==> config.mk <==
export PLATFORM = sky130hd
export DESIGN_NAME = pong_score
export DESIGN_NICKNAME = d
export VERILOG_FILES = /design/src/rtl/pong_pkg.sv /design/src/rtl/bcd2_counter.sv /design/src/rtl/pong_score.sv
export SDC_FILE = /design/constraint.sdc
export NUM_CORES = 1
export LEC_CHECK = 0
export ABC_CLOCK_PERIOD_IN_PS = 1800
export BUFFER_PORTS_ARGS = -buffer_cell sky130_fd_sc_hd__buf_2
export CAP_MARGIN = 20
export CORE_MARGIN = 2
export CORE_UTILIZATION = 35
export DETAILED_ROUTE_END_ITERATION = 6
export GPL_TIMING_DRIVEN = 0
export PLACE_DENSITY = 0.56
export SETUP_SLACK_MARGIN = 0.2
export SLEW_MARGIN = 0
export SYNTH_ARGS = -nofsm -noshare
export SYNTH_HDL_FRONTEND = slang
export SYNTH_SLANG_ARGS = --single-unit
export TNS_END_PERCENT = 50
==> constraint.sdc <==
create_clock -name clk -period 1.8 [get_ports clk]
set_clock_uncertainty 0.05 [all_clocks]
set_input_delay 0.09 -clock clk [delete_from_list [all_inputs] [get_ports clk]]
set_output_delay 0.09 -clock clk [all_outputs]
set_load 0.05 [all_outputs]
==> src/rtl/pong_pkg.sv <==
// Shared types and helpers for the pong score keeper.
package pong_pkg;

    typedef enum logic {
        PLAY = 1'b0,
        OVER = 1'b1
    } state_t;

    localparam logic WINNER_LEFT  = 1'b0;
    localparam logic WINNER_RIGHT = 1'b1;

    typedef logic [3:0] bcd_digit_t;

    // Convert a decimal value 0..99 into packed {tens, units} BCD.
    function automatic logic [7:0] to_bcd2(input int unsigned v);
        return {4'(v / 10), 4'(v % 10)};
    endfunction

endpackage

==> src/rtl/bcd2_counter.sv <==
// Two-digit BCD counter with synchronous clear; exposes the next value so the
// caller can compare against a target on the same edge the count updates.
module bcd2_counter
    import pong_pkg::*;
(
    input  logic       clk,
    input  logic       rst_n,
    input  logic       clr,
    input  logic       inc,
    output bcd_digit_t hi,
    output bcd_digit_t lo,
    output bcd_digit_t nxt_hi,
    output bcd_digit_t nxt_lo
);

    bcd_digit_t hi_q, hi_d;
    bcd_digit_t lo_q, lo_d;

    always_comb begin
        hi_d = hi_q;
        lo_d = lo_q;
        if (clr) begin
            hi_d = '0;
            lo_d = '0;
        end else if (inc) begin
            if (lo_q == 4'd9) begin
                lo_d = '0;
                hi_d = (hi_q == 4'd9) ? 4'd0 : hi_q + 4'd1;
            end else begin
                lo_d = lo_q + 4'd1;
            end
        end
    end

    always_ff @(posedge clk or negedge rst_n) begin
        if (!rst_n) begin
            hi_q <= '0;
            lo_q <= '0;
        end else begin
            hi_q <= hi_d;
            lo_q <= lo_d;
        end
    end

    assign hi     = hi_q;
    assign lo     = lo_q;
    assign nxt_hi = hi_d;
    assign nxt_lo = lo_d;

endmodule

==> src/rtl/pong_score.sv <==
// Two-player pong score keeper: edge-detected point inputs, BCD scores,
// win detection and blinking of the winner's digits once the game is over.
module pong_score
    import pong_pkg::*;
#(
    parameter int unsigned WIN_SCORE = 11,
    parameter int unsigned BLINK_DIV = 12_500_000
) (
    input  logic       clk,
    input  logic       rst_n,
    input  logic       new_game,
    input  logic       point_l,
    input  logic       point_r,
    output logic [3:0] score_l_hi,
    output logic [3:0] score_l_lo,
    output logic [3:0] score_r_hi,
    output logic [3:0] score_r_lo,
    output logic       game_over,
    output logic       winner,
    output logic       blank_l,
    output logic       blank_r
);

    localparam int unsigned     CNT_W   = $clog2(BLINK_DIV);
    localparam logic [CNT_W-1:0] CNT_MAX = CNT_W'(BLINK_DIV - 1);
    localparam logic [7:0]       WIN_BCD = to_bcd2(WIN_SCORE);

    state_t           state_q, state_d;
    logic             prev_l_q, prev_r_q;
    logic             game_over_q, game_over_d;
    logic             winner_q, winner_d;
    logic             blank_l_q, blank_l_d;
    logic             blank_r_q, blank_r_d;
    logic [CNT_W-1:0] blink_cnt_q, blink_cnt_d;

    logic       ev_l, ev_r;
    logic       inc_l, inc_r;
    logic       win_l, win_r;
    bcd_digit_t l_hi, l_lo, l_nxt_hi, l_nxt_lo;
    bcd_digit_t r_hi, r_lo, r_nxt_hi, r_nxt_lo;

    assign ev_l  = point_l & ~prev_l_q;
    assign ev_r  = point_r & ~prev_r_q;
    assign inc_l = ev_l & (state_q == PLAY) & ~new_game;
    assign inc_r = ev_r & (state_q == PLAY) & ~new_game;
    assign win_l = inc_l & ({l_nxt_hi, l_nxt_lo} == WIN_BCD);
    assign win_r = inc_r & ({r_nxt_hi, r_nxt_lo} == WIN_BCD);

    bcd2_counter u_cnt_l (
        .clk    (clk),
        .rst_n  (rst_n),
        .clr    (new_game),
        .inc    (inc_l),
        .hi     (l_hi),
        .lo     (l_lo),
        .nxt_hi (l_nxt_hi),
        .nxt_lo (l_nxt_lo)
    );

    bcd2_counter u_cnt_r (
        .clk    (clk),
        .rst_n  (rst_n),
        .clr    (new_game),
        .inc    (inc_r),
        .hi     (r_hi),
        .lo     (r_lo),
        .nxt_hi (r_nxt_hi),
        .nxt_lo (r_nxt_lo)
    );

    always_ff @(posedge clk or negedge rst_n) begin
        if (!rst_n) begin
            state_q <= PLAY;
        end else begin
            state_q <= state_d;
        end
    end

    always_comb begin
        state_d = state_q;
        if (new_game) begin
            state_d = PLAY;
        end else if ((state_q == PLAY) && (win_l || win_r)) begin
            state_d = OVER;
        end
    end

    // Left wins a simultaneous finish because its check is taken first.
    always_comb begin
        game_over_d = (state_d == OVER);
        winner_d    = winner_q;
        blank_l_d   = blank_l_q;
        blank_r_d   = blank_r_q;
        blink_cnt_d = '0;
        if (new_game) begin
            winner_d  = WINNER_LEFT;
            blank_l_d = 1'b0;
            blank_r_d = 1'b0;
        end else if (state_q == PLAY) begin
            blank_l_d = 1'b0;
            blank_r_d = 1'b0;
            if (win_l) begin
                winner_d = WINNER_LEFT;
            end else if (win_r) begin
                winner_d = WINNER_RIGHT;
            end
        end else begin
            if (blink_cnt_q == CNT_MAX) begin
                if (winner_q == WINNER_RIGHT) begin
                    blank_r_d = ~blank_r_q;
                end else begin
                    blank_l_d = ~blank_l_q;
                end
            end else begin
                blink_cnt_d = blink_cnt_q + 1'b1;
            end
        end
    end

    // History resets high so a point input held across reset release is not counted.
    always_ff @(posedge clk or negedge rst_n) begin
        if (!rst_n) begin
            prev_l_q    <= 1'b1;
            prev_r_q    <= 1'b1;
            game_over_q <= 1'b0;
            winner_q    <= WINNER_LEFT;
            blank_l_q   <= 1'b0;
            blank_r_q   <= 1'b0;
            blink_cnt_q <= '0;
        end else begin
            prev_l_q    <= point_l;
            prev_r_q    <= point_r;
            game_over_q <= game_over_d;
            winner_q    <= winner_d;
            blank_l_q   <= blank_l_d;
            blank_r_q   <= blank_r_d;
            blink_cnt_q <= blink_cnt_d;
        end
    end

    assign score_l_hi = l_hi;
    assign score_l_lo = l_lo;
    assign score_r_hi = r_hi;
    assign score_r_lo = r_lo;
    assign game_over  = game_over_q;
    assign winner     = winner_q;
    assign blank_l    = blank_l_q;
    assign blank_r    = blank_r_q;

endmodule

==> impl_results.md, run 1 <==
- Fraction of the mapped netlist area in compound gates: 0.1122
- Setup repair after global routing missed its margin: yes
- Overflow left after global routing: 0
- Share of post-route cells with drive strength above 1: 0.3942
- Diodes inserted: 0
- Average detailed-routed wire length per instance: 14.46 um
- Post-synthesis share of cell area spent on xor and xnor gates: 0.07307
- Initial antenna violation count: 0
- Number of optimization iterations in the first detailed-route pass: 4
- Final weighted congestion in routability-driven placement: 0.7619
- Power density over the cells: 592.9 mW/mm2
- Setup Slack @ Placement: -0.3267 ns
- Number of pins exceeding their max-slew limit in the final report: 0
- Final setup violation count: 8
- Total cell area at the placement stage: 0.002704 mm2
- Multiplexer area fraction after synthesis: 0.01775
- Pleak: 1.353 nW
- Critical path required time: 1.99 ns
- Data arrival time of the worst path: 2.06 ns
- Vias in the first global route: 1972
- Post-Synth Simple-Gate Area: 0.2808
- Worst Hold Path EP: winner$_DFFE_PN0P_
- Remaining design rule violation count: 0
- Syn avg cell area: 9.785 um2
- Synthesis warning total: 0
- Drt total wl: 5.668 mm
- Relative slew margins: 0.6199
- Largest family of logic cells by synthesized area: simple AND/OR/NAND/NOR gates
- Flip-flop and latch count after synthesis: 46
- Area of the core region: 0.006719 mm2
- Die Footprint: 0.007527 mm2
- Setup CP Type: reg -> reg
- Final hold violation count: 0
- Height of the die: 86.76 um
- Worst reg2reg endpoint: blink_cnt_q[20]$_DFF_PN0_
- Fraction of the mapped netlist area in adder cells: 0.005219
- Origin of the critical flop-to-flop path: blink_cnt_q[0]$_DFF_PN0_
- Overall power: 1.948 mW
- Transition at the pin with the smallest max-transition slack: 0.5701 ns
- Effective utilization at floorplan: 0.3568
- Final net count: 317
- Number of buffers inserted during clock tree synthesis: 5
- Area Growth Syn to Fin: 37.06%
- H-tree depth: 2
- Standard-cell rows: 30
- Via density: 5.286
- Reg2reg setup slack: -0.07 ns
- Leading cell types in the layout, fill and taps excluded: sky130_fd_sc_hd__nor2_1, sky130_fd_sc_hd__buf_4, sky130_fd_sc_hd__dfrtp_1
- Multi-input logic area: 0.001390 mm2
- Final clock period utilization by the worst path: 1.039
- Source of the worst hold timing path: new_game
- Count of antenna-violating nets left after detailed routing: 0
- Async SR Flop Fraction: 1.000
- Worst IR Drop VDD: 0.0002353 V
- Min-Delay Path Depth: 3
- Type of the tightest min-delay check: in -> reg
- Combined area of all synthesized cells: 0.002397 mm2
- Worst-path clk slew: 0.09 ns
- Wire length of the first global-routing pass: 9.252 mm
- TritonCTS clock tree: built
- Estimated wirelength of the detail-placed design: 3.517 mm
- Clock tree root buffer cell: sky130_fd_sc_hd__clkbuf_8
- Fill count: 621
- Gate count after technology mapping: 245
- Global-route usage over all layers: 0.1552
- Synth unique cells: 46
- Overall die width: 86.76 um
- Area taken by flip-flops and latches: 0.001176 mm2
- Maximum count of clock buffers along a single path: 2
- EDFF count, synth: 0
- Worst Setup End Kind: flop
- Max Freq: 534.7 MHz
- Layout Cell Area excl Fill: 0.003286 mm2
- Ports: 25
- Drt initial violations: 130
- Total via count in the routed design: 2072
- Min cycle time layout: 1.870 ns
- Number of cells on the worst reg-to-reg path: 6
- Outcome: finished with violations
- TritonCTS sink count: 46
- Most common cell after layout, fill and taps aside: sky130_fd_sc_hd__nor2_1
- Violations in the final reports: setup timing
- Clock Latency Late Sink: 0.31 ns
- Maximum fanout along the worst path: 8
- Maximum number of pins on one net before global-route repair: 47
- Main flop type after synthesis: sky130_fd_sc_hd__dfrtp_1
- Final critical-path setup slack: -0.07007 ns
- Syn Nets: 251
- # Max-Cap Violations: 0
- Part of the Yosys area used for sequential elements: 0.4812
- Launching element type of the critical path: flop
- Hold_ws: 0.1258 ns
- Quantity of I/O buffers inserted on ports: 24
[cells in the mapped netlist (all sizes together) (6+ instances only)]
library cell	instances	area, um2
xnor2	13	113.9
or4	9	71.32
dfrtp	44	1101
nand3	11	55.05
nand2	13	56.30
nor2b	6	37.54
o31ai	9	67.56
a21oi	19	95.09
o21ai	8	40.04
xor2	7	61.31
inv	10	37.54
nor2	32	120.1
or3	6	38.79
[critical path, stage by stage (launching register included)]
cell                      delay [ns]
sky130_fd_sc_hd__dfrtp_1        0.40
sky130_fd_sc_hd__ha_4           0.16
sky130_fd_sc_hd__nand4_1        0.11
sky130_fd_sc_hd__or3_4          0.35
sky130_fd_sc_hd__buf_8          0.14
sky130_fd_sc_hd__or4_4          0.48
sky130_fd_sc_hd__a21oi_2        0.13
[worst max-delay path by stage]
stage / endpoint / cells after the start / slack [ns] / from
3_5_place_dp: blink_cnt_q[8]$_DFF_PN0_ / 6 / -0.33 / blink_cnt_q[0]$_DFF_PN0_
6_report: blink_cnt_q[20]$_DFF_PN0_ / 6 / -0.07 / blink_cnt_q[0]$_DFF_PN0_
5_1_grt: blink_cnt_q[20]$_DFF_PN0_ / 6 / -0.14 / blink_cnt_q[0]$_DFF_PN0_
3_3_place_gp: blink_cnt_q[11]$_DFF_PN0_ / 6 / -0.32 / blink_cnt_q[0]$_DFF_PN0_
4_1_cts: blink_cnt_q[20]$_DFF_PN0_ / 6 / -0.06 / blink_cnt_q[0]$_DFF_PN0_
2_1_floorplan: blink_cnt_q[18]$_DFF_PN0_ / 6 / -0.04 / blink_cnt_q[0]$_DFF_PN0_
[routing by layer]
layer,up-vias,track usage,share of wire
li1,1020,-,-
met2,20,0.2538,0.48
met3,5,0.03143,0.022
met1,1027,0.2078,0.49
met4,0,0.04688,0.013
met5,-,0,0
[sequential cells by signal, indices dropped and copies added, names as in the netlist]
name	flops
blink_cnt_q	24
u_cnt_l.hi	4
u_cnt_l.lo	4
u_cnt_r.hi	4
u_cnt_r.lo	4
blank_l	1
blank_r	1
game_over	1
prev_l_q	1
prev_r_q	1
winner	1
[where the power goes]
group          internal, mW  switching (mW)  total [mW]
Combinational        0.0397          0.0719       0.112
Clock                 0.416           0.363       0.779
Sequential             1.04          0.0140        1.06
Total                  1.50           0.449        1.95
[what timing repair did]
action                                  4_1_cts  5_1_grt
endpoints found under the setup margin       29       34
pin swaps                                    19       12
endpoints found under the hold margin        46        0
resized for setup                            18       26
hold buffers                                  3        0
setup buffers                                18       13
[through the flow]
| step | setup TNS [ns] | std cells | util |
|---|---|---|---|
| 6_report | -0.2186 | 392 | 0.4890 |
| 2_1_floorplan | -0.1476 | 245 | - |
| 4_1_cts | -0.2105 | 378 | 0.4553 |
| 5_1_grt | -1.473 | 392 | 0.4890 |
| 3_5_place_dp | -4.645 | 349 | 0.4024 |
| 3_3_place_gp | -4.633 | 349 | 0.4024 |
[logic make-up after synthesis]
kind of cell,after synthesis
AO/OA/AOI/OAI,44
XOR/XNOR,20
adder cells (fa/ha/maj),1
buffers and inverters,17
flip-flops,46
multiplexers,4
AND/OR/NAND/NOR,113
[area by class of cell]
class	instances	area share
Buffer	7	0.01980
Multi-Input combinational cell	182	0.4231
Timing Repair Buffer	59	0.1249
Tap cell	80	0.03046
Sequential cell	46	0.3580
Inverter	10	0.01142
Clock inverter	1	0.009139
Clock buffer	7	0.02323
Power figures use the tool's default switching activity.
==> inputs of run 2 (changes only) <==
CORE_ASPECT_RATIO = 0.7   (was unset)
==> run 2 against run 1 <==
Net effect: the run still ends with setup timing left; wire length up 6.6%; flip-flop and latch count unchanged; first-iteration DRC count down 48%; hold slack better by 0.0021 ns; die area up 0.15%; critical path type unchanged; fmax down 3.4%; combinational power about the same; largest cell class unchanged.
==> impl_results.md, run 2 (synthesized netlist as in run 1, its figures left out) <==
- Area of the core region: 0.006694 mm2
- Area Growth Syn to Fin: 43.48%
- Die Footprint: 0.007538 mm2
- Final critical-path setup slack: -0.1365 ns
- Estimated wirelength of the detail-placed design: 3.694 mm
- Reg2reg setup slack: -0.14 ns
- Overall die width: 102.9 um
- Maximum number of pins on one net before global-route repair: 47
- Worst Setup End Kind: flop
- Maximum fanout along the worst path: 7
- Average detailed-routed wire length per instance: 14.95 um
- Remaining design rule violation count: 0
- Height of the die: 73.25 um
- Global-route usage over all layers: 0.1702
- Number of optimization iterations in the first detailed-route pass: 4
- Number of cells on the worst reg-to-reg path: 6
- H-tree depth: 2
- Final hold violation count: 0
- Total cell area at the placement stage: 0.002721 mm2
- Number of buffers inserted during clock tree synthesis: 5
- Worst reg2reg endpoint: blink_cnt_q[22]$_DFF_PN0_
- Origin of the critical flop-to-flop path: blink_cnt_q[1]$_DFF_PN0_
- Share of post-route cells with drive strength above 1: 0.4710
- Number of pins exceeding their max-slew limit in the final report: 0
- Number of cells after detailed placement: 363
- Vias in the first global route: 2072
- Drt total wl: 6.040 mm
- # Max-Cap Violations: 0
- Wire length of the first global-routing pass: 10.03 mm
- Count of antenna-violating nets left after detailed routing: 0
- Pleak: 1.370 nW
- Leading cell types in the layout, fill and taps excluded: sky130_fd_sc_hd__dfrtp_1, sky130_fd_sc_hd__buf_2, sky130_fd_sc_hd__buf_4
- Setup Slack @ Placement: -0.3321 ns
- Initial antenna violation count: 0
- Overflow left after global routing: 0
- Type of the tightest min-delay check: in -> reg
- Multi-input logic area: 0.001514 mm2
- End point of the critical path: blink_cnt_q[22]$_DFF_PN0_
- Launching element type of the critical path: flop
- Final weighted congestion in routability-driven placement: 0.7958
- Power density over the cells: 535.3 mW/mm2
- Final setup violation count: 21
- Fill count: 642
- Critical Path Source: blink_cnt_q[1]$_DFF_PN0_
- Data arrival time of the worst path: 2.12 ns
- Transition at the pin with the smallest max-transition slack: 0.6630 ns
- Clock tree root buffer cell: sky130_fd_sc_hd__clkbuf_8
- Clock Latency Late Sink: 0.30 ns
- Worst IR Drop VDD: 0.0002937 V
- Hold_ws: 0.1279 ns
- Most common cell after layout, fill and taps aside: sky130_fd_sc_hd__dfrtp_1
- Via density: 5.161
- Largest register FFs: 24
- Maximum count of clock buffers along a single path: 2
- Max Freq: 516.4 MHz
- Standard-cell rows: 25
- Drt initial violations: 67
- Min cycle time layout: 1.936 ns
- Non-filler instance count after layout: 404
- Quantity of I/O buffers inserted on ports: 24
- Layout Cell Area excl Fill: 0.003440 mm2
- Effective utilization at floorplan: 0.3581
- Critical path required time: 1.98 ns
- Relative slew margins: 0.5580
- Setup CP Type: reg -> reg
- Total via count in the routed design: 2085
- Violations in the final reports: setup timing
- Final net count: 315
- Final sum of negative setup slack: -0.8083 ns
- Core occupancy in the finished layout: 0.5138
- Setup repair after global routing missed its margin: yes
- Area taken by flip-flops and latches: 0.001177 mm2
- Outcome: finished with violations
- Final clock period utilization by the worst path: 1.076
- TritonCTS sink count: 46
- Diodes inserted: 0
- TritonCTS clock tree: built
- Ports: 25
- Worst-path clk slew: 0.09 ns
- Register with the most flip-flops: blink_cnt_q
- Overall power: 1.841 mW
- Source of the worst hold timing path: new_game
==> run 2: cell types whose count changed in the layout (fill, tap and decap cells not counted), sizes merged <==
| cell | previous run | this run |
|---|---|---|
| clkbuf | 11 | 9 |
| buf | 59 | 58 |
| bufinv | 1 | 0 |
| clkinv | 0 | 1 |
| clkinvlp | 0 | 1 |
==> run 2: report_power, final <==
group	internal, mW	switching [mW]	total (mW)
Clock	0.309	0.360	0.669
Sequential	1.04	0.0173	1.06
Combinational	0.0405	0.0715	0.112
==> run 2: layout make-up <==
class / instances / area share
Clock inverter: 2 / 0.003638
Buffer: 7 / 0.02292
Inverter: 10 / 0.01091
Timing Repair Buffer: 57 / 0.1219
Sequential cell: 46 / 0.3423
Clock buffer: 6 / 0.02401
Tap cell: 94 / 0.03419
Multi-Input combinational cell: 182 / 0.4402
==> run 2: worst max-delay path, cell delays in order (launching register included) <==
cell and delay (ns):
sky130_fd_sc_hd__dfrtp_1 0.41, sky130_fd_sc_hd__ha_4 0.17, sky130_fd_sc_hd__nand4_1 0.13, sky130_fd_sc_hd__or3_4 0.36, sky130_fd_sc_hd__buf_8 0.14, sky130_fd_sc_hd__or4_4 0.48, sky130_fd_sc_hd__a21oi_2 0.13
==> run 2: how the worst min path moves through the flow <==
stage / end / depth (start not counted) / slack (ns)
3_5_place_dp: prev_r_q$_DFF_PN1_ / 1 / 0.18
2_1_floorplan: blank_l$_DFFE_PN0P_ / 0 / -0.26
3_3_place_gp: prev_r_q$_DFF_PN1_ / 1 / 0.17
4_1_cts: winner$_DFFE_PN0P_ / 3 / 0.12
6_report: winner$_DFFE_PN0P_ / 3 / 0.13
5_1_grt: winner$_DFFE_PN0P_ / 3 / 0.13
==> run 2: what timing repair did <==
action	CTS	global route
setup endpoints to repair	29	36
pin swaps	27	16
setup buffers	19	7
endpoints found under the hold margin	46	0
hold buffers	3	0
cloned	2	1
gates resized for setup	35	47
==> run 2: layer usage <==
layer	global-route usage	part of all wire	routed length [um]
met3	0.03448	0.031	188
met1	0.2584	0.52	3117
met4	0.04825	0.012	72
met2	0.2446	0.44	2662
met5	0	0	0
